`src/rtl/nx_node_link.sv`:
```
// nx_node_link: registered message buffer on one mesh link between two adjacent nx_node instances.
// Cuts every valid/ready path between nodes, absorbs short stalls and reports occupancy and idle state.
package NXConstants;
  localparam int MESSAGE_WIDTH = 32;
endpackage

module nx_node_link #(
  parameter int DEPTH = 4,
  parameter int MESSAGE_WIDTH = NXConstants::MESSAGE_WIDTH
) (
  input  logic                     i_clk,
  input  logic                     i_rst_n,
  input  logic [MESSAGE_WIDTH-1:0] i_inbound_data,
  input  logic                     i_inbound_valid,
  output logic                     o_inbound_ready,
  output logic [MESSAGE_WIDTH-1:0] o_outbound_data,
  output logic                     o_outbound_valid,
  input  logic                     i_outbound_ready,
  output logic                     o_present,
  output logic [$clog2(DEPTH):0]   o_level,
  output logic                     o_idle
);
  localparam int AW = $clog2(DEPTH);
  localparam int PW = AW + 1;
  logic [MESSAGE_WIDTH-1:0] r_mem [DEPTH];
  logic [PW-1:0] r_wr_ptr, r_rd_ptr;
  logic [PW-1:0] w_wr_next, w_rd_next, w_count_next;
  logic [MESSAGE_WIDTH-1:0] w_rd_data;
  logic w_push, w_pop;
  assign w_push = i_inbound_valid && o_inbound_ready;
  assign w_pop = o_outbound_valid && i_outbound_ready;
  assign w_wr_next = r_wr_ptr + PW'(w_push);
  assign w_rd_next = r_rd_ptr + PW'(w_pop);
  assign w_count_next = w_wr_next - w_rd_next;
  // the next head may be the very entry being written on this edge
  assign w_rd_data = (w_push && r_wr_ptr == w_rd_next) ? i_inbound_data : r_mem[w_rd_next[AW-1:0]];
  always_ff @(posedge i_clk) begin
    if (w_push) r_mem[r_wr_ptr[AW-1:0]] <= i_inbound_data;
  end
  always_ff @(posedge i_clk or negedge i_rst_n) begin
    if (!i_rst_n) begin
      r_wr_ptr         <= '0;
      r_rd_ptr         <= '0;
      o_inbound_ready  <= 1'b0;
      o_outbound_valid <= 1'b0;
      o_outbound_data  <= '0;
      o_level          <= '0;
      o_idle           <= 1'b1;
      o_present        <= 1'b0;
    end else begin
      r_wr_ptr         <= w_wr_next;
      r_rd_ptr         <= w_rd_next;
      o_inbound_ready  <= w_count_next < PW'(DEPTH);
      o_outbound_valid <= w_count_next != '0;
      o_outbound_data  <= w_rd_data;
      o_level          <= w_count_next;
      o_idle           <= (w_count_next == '0) && !i_inbound_valid;
      o_present        <= 1'b1;
    end
  end
endmodule

```
`config.mk`:
```
export PLATFORM = sky130hd
export DESIGN_NAME = nx_node_link
export DESIGN_NICKNAME = d
export VERILOG_FILES = /design/src/rtl/nx_node_link.sv
export SDC_FILE = /design/constraint.sdc
export NUM_CORES = 1
export LEC_CHECK = 0
export ABC_AREA = 1
export CAP_MARGIN = 25
export CORE_MARGIN = 1.5
export CORE_UTILIZATION = 49
export DETAILED_ROUTE_END_ITERATION = 7
export PLACE_DENSITY = 0.69
export SYNTH_ARGS = -nofsm -noshare
export SYNTH_HDL_FRONTEND = slang
export SYNTH_SLANG_ARGS = --single-unit
```
`constraint.sdc`:
```
create_clock -name i_clk -period 8.2 [get_ports i_clk]
set_input_delay 1.23 -clock i_clk [delete_from_list [all_inputs] [get_ports i_clk]]
set_output_delay 1.23 -clock i_clk [all_outputs]
set_load 0.02 [all_outputs]
```
==> After elaboration in Yosys (flattened, before gate mapping) <==
Memories as Yosys holds them, arrays and structs flattened.
Cells that the tools add are included.
W data, S select, Z words.
{ "totals": {"wordCells": 24, "mem_bits_rw": 128, "memories": 1, "ff_bits": 45, "out_inout_bits": 39, "input_bits": 36} }
{ "memory_table": {"columns": ["memory", "words", "word_bits", "rd", "rd_clocked_by_memory_dff", "write_ports", "line", "source"], "rows": [
  ["r_mem", 4, 32, 1, 0, 1, "25", "logic [MESSAGE_WIDTH-1:0] r_mem [DEPTH];"]
]} }
{ "classes": {"muxes": 3, "addsub": 3, "n_eq_ne": 1, "reduce_logical": 7, "n_lt_le_gt_ge": 1} }
{ "ops": {"columns": ["op", "count"], "rows": [
  ["$mux W32", 1],
  ["$add A3 B1 Y3", 2],
  ["$logic_and A1 B1 Y1", 4],
  ["$eq A3 B3 Y1", 1],
  ["$logic_not A3 Y1", 1],
  ["$lt A3 B3 Y1 const B", 1],
  ["$reduce_bool A3 Y1", 1],
  ["$sub A3 B3 Y3", 1],
  ["$mux W1", 2],
  ["$logic_not A1 Y1", 1]
]} }

==> Depth between registers and ports, before layout <==
{ "depth": {"depth_word": 5, "depth_mapped": 14, "mapped_depth_nobuf": 12} }

==> Worst setup path after synthesis <==
Ideal clock, no wire load.
{ "synth_path": {"path_type": "input-to-reg", "start": "in i_inbound_valid", "end": "mem r_mem[2][0], enable pin", "cell_stages": 2, "path_buffers": 0, "slack_ps": 4133, "arrival_time_ps": 3606, "setup_time_ps": 461, "path_cell_list": "nand2_1 > nor3_1"} }
{ "synth_via": {"elab_chain_len": 3} }
{ "synth_lines": {"columns": ["item", "line", "source"], "rows": [
  ["from (decl)", "14", "input logic i_inbound_valid,"],
  ["$logic_and A1 B1 Y1", "30", "assign w_push = i_inbound_valid && o_inbound_ready;"],
  ["$mux W1", "38", "if (w_push) r_mem[r_wr_ptr[AW-1:0]] <= i_inbound_data;"],
  ["$mux W1 (implied by the code)", "38", null],
  ["to (decl)", "25", null]
]} }
No other way between the ends.

==> Final worst setup path <==
{ "layout_path": {"start": "in i_outbound_ready", "end": "reg o_outbound_data[17]"} }
{ "layout_via": {"elab_chain_len": 5, "elab_cells_between_ends": 6, "classes_between": "add/sub: 1; eq/ne: 1; mux: 1; reduce/logical: 2; memory: 1"} }
{ "layout_lines": {"columns": ["item", "line", "source"], "rows": [
  ["from (decl)", "18", "input logic i_outbound_ready,"],
  ["$logic_and A1 B1 Y1 (*)", "31", "assign w_pop = o_outbound_valid && i_outbound_ready;"],
  ["$add A3 B1 Y3 (*)", "33", "assign w_rd_next = r_rd_ptr + PW'(w_pop);"],
  ["net w_rd_next[1]", "27", "logic [PW-1:0] w_wr_next, w_rd_next, w_count_next;"],
  ["branches (longest 2 deep; another with $mem_v2 Z4 W32)", null, null],
  ["$mux W32 (*)", "36", "assign w_rd_data = (w_push && r_wr_ptr == w_rd_next) ? i_inbound_data : r_mem[w_rd_next[AW-1:0]];"],
  ["net w_rd_data[17]", "28", "logic [MESSAGE_WIDTH-1:0] w_rd_data;"],
  ["to (signal assigned)", "55", "o_outbound_data <= w_rd_data;"],
  ["to (decl)", "16", "output logic [MESSAGE_WIDTH-1:0] o_outbound_data,"]
]} }
Mark *: on every way through the listed nets, which the timed path passes.

==> flow_summary.toml <==
[timing]
timing.final.ws_setup_ns = 3.61
final_max_slew_viol_count = 0
hold_violations = 0
whs_ns = 0.569
period_needed_ns = 4.59
setup_viol_count_final = 0
tightest_slew_ns = 0.945
fin_setup_tns_ns = 0
max_slew_margin_pct = 36.8
fin_crit_sh_pct = 56.0
rsz0062_at_grt = "no"
max_freq_ghz = 0.218
fin_skew_ns = 0.00587

[grt]
grt_overflow = 0
grt_max_degree = 68
grt_use_total_pct = 21.3
antenna_found_initial = 0
grt_pass1_wl_mm = 25.7
first_global_vias = 5088

[worst_setup_path]
crit_chain = "clkdlybuf4s50_1 -> nand3_2 -> buf_4 -> inv_1 -> ha_1 -> buf_4 -> xor2_2 -> nor2_4 -> nand3_4 -> nand2_1 -> nand2_1"
critPathBufInv = 4
end_kind = "flip-flop"
crit_family = "simple AND/OR/NAND/NOR gates"
cp-start-kind = "input port"
cp.arrival_ns = 4.89
slowest_delay_ns = 0.74
setup.worst_path.class = "in2reg"
critical-path-slowest-cell = "nor2_4"
cp_max_fo = 67
critPathRequiredTime_ns = 8.50

[power_and_ir_drop]
power_switching_mw = 1.32
switching_share_pct = 39.3
total_power_mw = 3.37
power_leakage_nw = 3.82
p_comb_share_pct = 42.0
p_int_mw = 2.05
max-vdd-ir-drop_v = 0.000187
clockPowerShare_pct = 21.2
seq_power_share_pct = 36.9
cellPowerDensity_mw_per_mm2 = 384

[placement]
finalWeightedCongestion = 0.762
io_buffer_count = 74
place_inst = 919
hpwlAfterDp_mm = 8.77
place_ws_ns = 3.19
dpl_cell_area_mm2 = 0.00825

[clock_network]
cts.sinks = 173
clk-insertion-delay-late_ns = 0.42
post_cts_resized = 0
cts.clk_slew.worst_paths_ns = 0.06
cts_inserted_buffers = 17
post-cts-setup-buffer-count = 0
htree_num_levels = 4
root_buffer = "clkbuf_16"
cts_tree = "done"
ctsLongestPathBuffers = 2
cts_hold_buf = 0

[logic_synthesis]
synth_edf_count = 128
ys.flop_type = "edfxtp_1"
yosysTopAreaCellShare_pct = 51.6
yosysMostFrequentCell = "nand2_1"
netlist_instances = 692
ys_async_sr_fraction_pct = 26.0
syn_nets = 733
yosys-top-cells-count = "nand2_1, edfxtp_1, inv_1"
synth.largest_area_cell = "edfxtp_1"
synth_cell_types = 25
syn_avg_cell_area_um2 = 10.8
mappedNetlistArea_mm2 = 0.00745
synth-seq-cells = 173
yosysWarnings = 0
synth.yosys.seq_area_share_pct = 66.7
yosys-top-cells-area = "edfxtp_1, dfrtp_1, nand2_1"

[floorplanning]
initial_utilization_pct = 50.7
die_w_um = 126
core_area_mm2 = 0.0147
fp-row-count = 44
ioPinCount = 75
die_y_um = 126
dieArea_mm2 = 0.0159

[layout]
fill_cells = 1167
layout.nets = 795
antenna_cells = 0
syn_to_final_growth_pct = 17.8
drive_gt1_share_pct = 6.78
multi_input_area_mm2 = 0.00183
seqCellArea_mm2 = 0.00497
fin_cells = 951
finalInstanceArea_mm2 = 0.00878
final_util_pct = 59.7

[routing]
drt-total-wl_mm = 16.1
drcViolationCount = 0
wl_per_cell_um = 16.9
vias = 5096
ant_nets = 0
firstDrtPassIters = 5
viasPerCell = 5.36
drtIter0Drc = 399

[worst_hold_path]
min_path_type = "reg2reg"

[run]
drv_cap = 0

[run_status]
status = "finished, final reports clean"
==> registers in the layout (all words and copies together), names as in the netlist <==
| name | cells |
|---|---|
| o_level | 3 |
| o_inbound_ready | 1 |
| o_outbound_data | 32 |
| r_wr_ptr | 3 |
| r_mem | 128 |
| o_present | 1 |
| r_rd_ptr | 3 |
| o_idle | 1 |
| o_outbound_valid | 1 |
==> power by group through the flow <==
| stage | sequential, mW | clock (mW) | combinational (mW) |
|---|---|---|---|
| after global placement | 1.25 | 0 | 1.37 |
| final | 1.24 | 0.713 | 1.41 |
| after detailed placement | 1.26 | 0 | 1.41 |
| after global routing | 1.26 | 0.767 | 1.56 |
| after floorplan | 1.37 | 0 | 0.861 |
| after CTS | 1.24 | 0.727 | 1.42 |
==> routing by layer <==
metal	GRT usage, %	part of all wire (%)	vias to the layer above
met5	0	0	-
met2	37.0	51	169
li1	-	-	2411
met4	7.57	1.1	0
met1	26.6	42	2499
met3	4.77	5.8	17
==> worst min-delay path, cell delays in order (launching register included) <==
cell	delay (ns)
dfrtp_1	0.39
nand2_1	0.07
nand2_1	0.07
==> kinds of logic (layout without fill, tap and decap cells) <==
group / Yosys count / in the layout / synth area share [%]
xor+xnor: 2 / 2 / 0.336
buf+inv: 152 / 227 / 9.00
compound gates: 1 / 1 / 0.0671
fa+ha+maj: 5 / 5 / 0.840
flops: 173 / 173 / 66.7
other cells: 1 / 1 / 0.0503
simple gates: 358 / 358 / 23.0
==> cell usage in the layout (no fill, tap or decap), drive strengths merged <==
cell / synthesis / routed
nand2: 186 / 186
clkinv: 0 / 6
nand3: 101 / 101
a21oi: 1 / 1
ha: 5 / 5
xor2: 1 / 1
conb: 1 / 1
nor2: 3 / 3
edfxtp: 128 / 128
dfrtp: 44 / 44
xnor2: 1 / 1
clkdlybuf4s50: 0 / 73
nand3b: 32 / 32
nand4: 32 / 32
buf: 36 / 10
inv: 112 / 112
clkbuf: 4 / 24
dfstp: 1 / 1
nor3: 4 / 4
clkinvlp: 0 / 2
==> layout make-up <==
cell class / instances / share of cell area [%]
Inverter: 112 / 4.79
Clock inverter: 8 / 0.485
Clock buffer: 24 / 5.49
Tap cell: 184 / 2.62
Timing Repair Buffer: 83 / 9.15
Multi-Input combinational cell: 367 / 20.8
Sequential cell: 173 / 56.6
==> path summary, 6_finish.rpt <==
kind                            slack [ns]  cells after the start                       endpoint                        from
worst max-delay path                  3.61                     11  o_outbound_data[17]$_DFF_PN0_            i_outbound_ready
worst min-delay path                  0.57                      2          r_wr_ptr[2]$_DFF_PN0_       r_wr_ptr[2]$_DFF_PN0_
worst max register to register        4.46                     10  o_outbound_data[17]$_DFF_PN0_  o_outbound_valid$_DFF_PN0_
worst min register to register        0.57                      2          r_wr_ptr[2]$_DFF_PN0_       r_wr_ptr[2]$_DFF_PN0_
max in group asynchronous             6.85                      2  o_outbound_data[29]$_DFF_PN0_                     i_rst_n
min in group asynchronous             0.92                      2   o_outbound_data[7]$_DFF_PN0_                     i_rst_n
Power figures use the tool's default switching activity.
